--- src/rtl/lcg_stim_gen.sv ---
// Stimulus source for the fuzz harness: fills OUT_W-bit vectors one 32-bit LCG chunk per cycle
// (or with a walking one) and presents them on a valid/ready handshake for a fixed-length run.
module lcg_stim_gen #(
    parameter int          OUT_W        = 335,
    parameter int          CNT_W        = 16,
    parameter logic [31:0] SEED_DEFAULT = 32'd767950141
) (
    input  logic             clk,
    input  logic             rst,
    input  logic             start,
    input  logic             abort,
    input  logic [1:0]       mode,
    input  logic [CNT_W-1:0] cycles,
    input  logic             seed_load,
    input  logic [31:0]      seed_in,
    output logic [OUT_W-1:0] vec,
    output logic             vec_valid,
    input  logic             vec_ready,
    output logic [CNT_W-1:0] vec_idx,
    output logic             busy,
    output logic             done
);

    localparam int          N_CHUNKS = (OUT_W + 31) / 32;
    localparam int          CHK_W    = (N_CHUNKS > 1) ? $clog2(N_CHUNKS) : 1;
    localparam int          WALK_W   = (OUT_W > 1) ? $clog2(OUT_W) : 1;
    localparam logic [31:0] LCG_MUL  = 32'h41C64E6D;
    localparam logic [31:0] LCG_INC  = 32'h3039;

    typedef enum logic [1:0] {
        S_IDLE,
        S_FILL,
        S_PRESENT,
        S_DONE
    } state_t;

    state_t             r_state;
    logic [31:0]        r_rng;
    logic [OUT_W-1:0]   r_vec;
    logic               r_valid;
    logic [CNT_W-1:0]   r_idx;
    logic [CNT_W-1:0]   r_cycles;
    logic               r_mode_walk;
    logic [WALK_W-1:0]  r_walk_pos;
    logic [CHK_W-1:0]   r_chunk;
    logic               r_busy;
    logic               r_done;

    logic [31:0]        w_rng_next;
    logic               w_last_chunk;
    logic               w_last_vec;

    assign w_rng_next   = r_rng * LCG_MUL + LCG_INC;
    assign w_last_chunk = (r_chunk == CHK_W'(N_CHUNKS - 1));
    assign w_last_vec   = (r_idx == r_cycles - CNT_W'(1));

    // NOTE: every register below is updated with <= so all next-state terms see this cycle's values.
    always_ff @(posedge clk) begin
        if (rst) begin
            r_state     <= S_IDLE;
            r_rng       <= SEED_DEFAULT;
            r_vec       <= '0;
            r_valid     <= 1'b0;
            r_idx       <= '0;
            r_cycles    <= '0;
            r_mode_walk <= 1'b0;
            r_walk_pos  <= '0;
            r_chunk     <= '0;
            r_busy      <= 1'b0;
            r_done      <= 1'b0;
        end else begin
            r_done <= 1'b0;
            case (r_state)
                S_IDLE: begin
                    if (seed_load) begin
                        r_rng <= seed_in;
                    end
                    if (start) begin
                        if (cycles == '0) begin
                            r_state <= S_DONE;
                            r_done  <= 1'b1;
                        end else begin
                            r_cycles    <= cycles;
                            r_mode_walk <= (mode == 2'd1);
                            r_idx       <= '0;
                            r_walk_pos  <= '0;
                            r_chunk     <= '0;
                            r_busy      <= 1'b1;
                            r_state     <= S_FILL;
                        end
                    end
                end

                S_FILL: begin
                    if (abort) begin
                        r_busy  <= 1'b0;
                        r_done  <= 1'b1;
                        r_state <= S_DONE;
                    end else begin
                        if (!r_mode_walk) begin
                            r_rng <= w_rng_next;
                        end
                        // Only the bits of the current chunk are rewritten; the loop unrolls to per-bit enables.
                        for (int i = 0; i < OUT_W; i++) begin
                            if (r_chunk == CHK_W'(i / 32)) begin
                                r_vec[i] <= r_mode_walk ? (r_walk_pos == WALK_W'(i))
                                                        : w_rng_next[i % 32];
                            end
                        end
                        if (w_last_chunk) begin
                            r_valid <= 1'b1;
                            r_state <= S_PRESENT;
                        end else begin
                            r_chunk <= r_chunk + CHK_W'(1);
                        end
                    end
                end

                S_PRESENT: begin
                    if (abort) begin
                        r_valid <= 1'b0;
                        r_busy  <= 1'b0;
                        r_done  <= 1'b1;
                        r_state <= S_DONE;
                    end else if (vec_ready) begin
                        r_valid <= 1'b0;
                        if (w_last_vec) begin
                            r_busy  <= 1'b0;
                            r_done  <= 1'b1;
                            r_state <= S_DONE;
                        end else begin
                            r_idx      <= r_idx + CNT_W'(1);
                            r_walk_pos <= (r_walk_pos == WALK_W'(OUT_W - 1)) ? '0
                                                                             : r_walk_pos + WALK_W'(1);
                            r_chunk    <= '0;
                            r_state    <= S_FILL;
                        end
                    end
                end

                S_DONE: begin
                    r_state <= S_IDLE;
                end

                default: begin
                    r_state <= S_IDLE;
                end
            endcase
        end
    end

    assign vec       = r_vec;
    assign vec_valid = r_valid;
    assign vec_idx   = r_idx;
    assign busy      = r_busy;
    assign done      = r_done;

endmodule
--- config.mk ---
export PLATFORM = sky130hd
export DESIGN_NAME = lcg_stim_gen
export DESIGN_NICKNAME = d
export VERILOG_FILES = /design/src/rtl/lcg_stim_gen.sv
export SDC_FILE = /design/constraint.sdc
export NUM_CORES = 2
export LEC_CHECK = 0
export CAP_MARGIN = 20
export CORE_MARGIN = 10
export CORE_UTILIZATION = 65
export DETAILED_ROUTE_END_ITERATION = 8
export DONT_BUFFER_PORTS = 1
export GPL_ROUTABILITY_DRIVEN = 0
export GPL_TIMING_DRIVEN = 0
export PLACE_DENSITY_LB_ADDON = 0.12
export SETUP_SLACK_MARGIN = 0.15
export SLEW_MARGIN = 5
export SYNTH_ARGS = -nofsm -noshare
export SYNTH_HDL_FRONTEND = slang
export SYNTH_SLANG_ARGS = --single-unit
--- constraint.sdc ---
create_clock -name clk -period 14.3 [get_ports clk]
set_input_delay 2.86 -clock clk [delete_from_list [all_inputs] [get_ports clk]]
set_output_delay 2.86 -clock clk [all_outputs]
set_load 0.03 [all_outputs]
==> results.md <==
* H-tree depth at 2
* Post-synth EDFFs at 0
* Synthesized area per cell at 8.45 um2
* GRT Overall Usage at 0.408
* Iter 0 DRT Violations at 3,911
* Startpoint types: register
* Clock Sinks at 418
* Cells after Synth at 3,233
* CTS Buffer Depth at 3
* Critical setup path kind: reg2reg
* Commonest non-fill, non-tap cell in the layout: nor2_1
* Min-delay worst type: reg2reg
* Sequential share of the synthesized area at 0.306
* Routed length on met2 at 43,000 um
* FMAX at 114 MHz
* Nets at 3,748
* Root Driver: clkbuf_16
* Max Cap Viol at 0
* Die width at 225 um
* Synth Register Bits at 418
* Placed Instance Area at 28,000 um2
* Worst EP required at 14.74 ns
* FFs w/ async S/R, synth at 0
* First-pass GRT wire length at 156,000 um
* Global route overflow at 0
* Cell area after synthesis at 27,300 um2
* # IOs at 410
* Resized Gates After CTS at 0
* Highest-count cells in the layout ignoring fill and taps: 456 x nor2_1, 426 x inv_1, 418 x dfxtp_1
* Worst relative slew slack at 0.143
* Die area at 50,600 um2
* DR WL met3 at 18,800 um
* Final setup violation count at 0
* Antenna violations before repair at 17
* Via density per instance at 6.77
* TritonCTS buffer count at 43
* Yosys Warn Count at 0
* DR pass1 iterations at 9
* Pin count of the biggest net entering global routing at 14
* Final HPWL DP at 83,200 um
* Post-CTS Setup Bufs at 0
* Setup TNS at 0 ns
* WL final at 106,000 um
* Max FO, Critical Path at 10
* Cell row count at 75
* Core area at 41,800 um2
* Filler cell count at 3,261
* Synth Flop Type: dfxtp_1
* Syn_nets at 3,697
* Crit path arrival time at 9.22 ns
* WHS Path Cells at 2
* Top Layer Used: met5
* Slew Viols, Final at 0
* Worst r2r path cells at 25
* Starting Density at 0.654
* Final Core Density at 0.709
* Outcome: complete, but fails checks
* DRC violations left at 84
* Count of cell types in the netlist at 62
* Worst slew pin tran at 1.28 ns
* Unrepaired setup endpoints after global routing: no
* Area Growth Syn to Fin at 8.35%
* Clock-pin slew on the worst setup and hold paths at 0.06 ns
* Fin. Hold Viols at 0
* Die height at 225 um
* Vias in the first global route at 25,000
* Post-layout min period at 8.78 ns
* DRT antenna net count at 0
* CP Capture Type: register
* Post-route cell area at 29,600 um2
* Final period utilization at 0.614
* Hold-fix buffers, CTS at 0
* PortBufs at 0
* CTS tree: yes
* Routed vias at 26,200
* Layout cells sized above 1 at 0.0335
* Failing checks: design-rule violations
* Avg WL per Cell at 27.5 um
* Wl on met1 at 37,000 um
* Clk_skew at 0.0313 ns
* Clk Latency, worst-skew pair at 0.60 ns
-- cell usage after synthesis (all sizes together), types with 12 or more instances --
library cell / count / area, um2
xnor2: 62 / 543
ha: 223 / 2790
mux2i: 30 / 300
o21ai: 63 / 315
or3: 13 / 81.3
nand3: 30 / 150
o211ai: 21 / 163
a211oi: 136 / 1020
nand2b: 15 / 93.8
a31oi: 20 / 125
a311oi: 197 / 1730
and2: 19 / 119
o22ai: 12 / 75.1
a21oi: 177 / 890
nand2: 285 / 1070
inv: 426 / 1600
nor2b: 14 / 87.6
clkbuf: 211 / 792
dfxtp: 418 / 8370
and3: 12 / 75.1
nor3: 46 / 230
buf: 13 / 62.6
or4: 17 / 135
xor2: 21 / 184
fa: 185 / 3700
nor2: 456 / 1710
-- per-stage QoR --
step,instances,worst slack (ns),hold WS (ns)
detailed placement,3776,5.78,0.509
CTS,3854,5.77,0.526
floorplan,3233,7.14,0.481
finish,3872,5.52,0.524
global placement,3772,5.59,0.498
global route,3866,5.38,0.554
-- per-layer routing --
metal  GRT usage  vias up
met5      0.0131        -
met4       0.228       14
met3       0.207      496
met2       0.574     2164
met1       0.494    12400
li1            -    11100
-- worst paths after layout --
check                                            endpoint  slack, ns                      start
worst max-delay path                 vec[94]$_SDFFE_PP0P_       5.52      r_rng[7]$_SDFFE_PP0P_
worst min-delay path            r_cycles[15]$_SDFFE_PP0P_       0.52  r_cycles[15]$_SDFFE_PP0P_
worst max register to register       vec[94]$_SDFFE_PP0P_       5.52      r_rng[7]$_SDFFE_PP0P_
worst min register to register  r_cycles[15]$_SDFFE_PP0P_       0.52  r_cycles[15]$_SDFFE_PP0P_
-- cells by family after synthesis --
kind of cell	after synthesis	share of synthesized area
buf+inv	650	0.0898
mux	34	0.0126
xor+xnor	83	0.0266
simple gates	943	0.147
flops	418	0.306
fa+ha+maj	408	0.238
compound gates	697	0.180
-- sequential cells by signal, indices dropped and copies added, names as in the netlist --
name         count
busy             1
done             1
r_chunk          4
r_cycles        16
r_mode_walk      1
r_rng           32
r_state          2
r_walk_pos       9
vec            335
vec_idx         16
vec_valid        1
-- layout make-up --
cell class	instances	area, um2	share of cell area
buffer	224	855	0.0289
sequential	418	8370	0.283
multi-input combinational	2165	16500	0.557
timing repair buffer	6	37.5	0.00127
clock buffer	68	1370	0.0464
antenna	16	40.0	0.00135
clock inverter	10	148	0.00499
inverter	426	1600	0.0540
tap	539	674	0.0228
-- worst max-delay path: stages (launching register included) --
cell	delay [ns]
dfxtp_1	0.70
ha_1	0.43
xor2_1	0.21
ha_1	0.22
a21oi_1	0.23
fa_1	0.47
fa_1	0.55
inv_1	0.05
fa_1	0.50
inv_1	0.05
fa_1	0.47
inv_1	0.05
fa_1	0.55
inv_1	0.06
fa_1	0.55
inv_1	0.05
ha_1	0.36
a21o_1	0.22
a21o_1	0.22
a221oi_1	0.47
a211oi_1	0.27
o21a_1	0.28
a221oi_1	0.44
mux2i_1	0.84
buf_4	0.30
a311oi_1	0.09
Power is left out: the tool's default activity adds up to more than one toggle a clock period on the data nets, which glitch-free logic cannot reach.
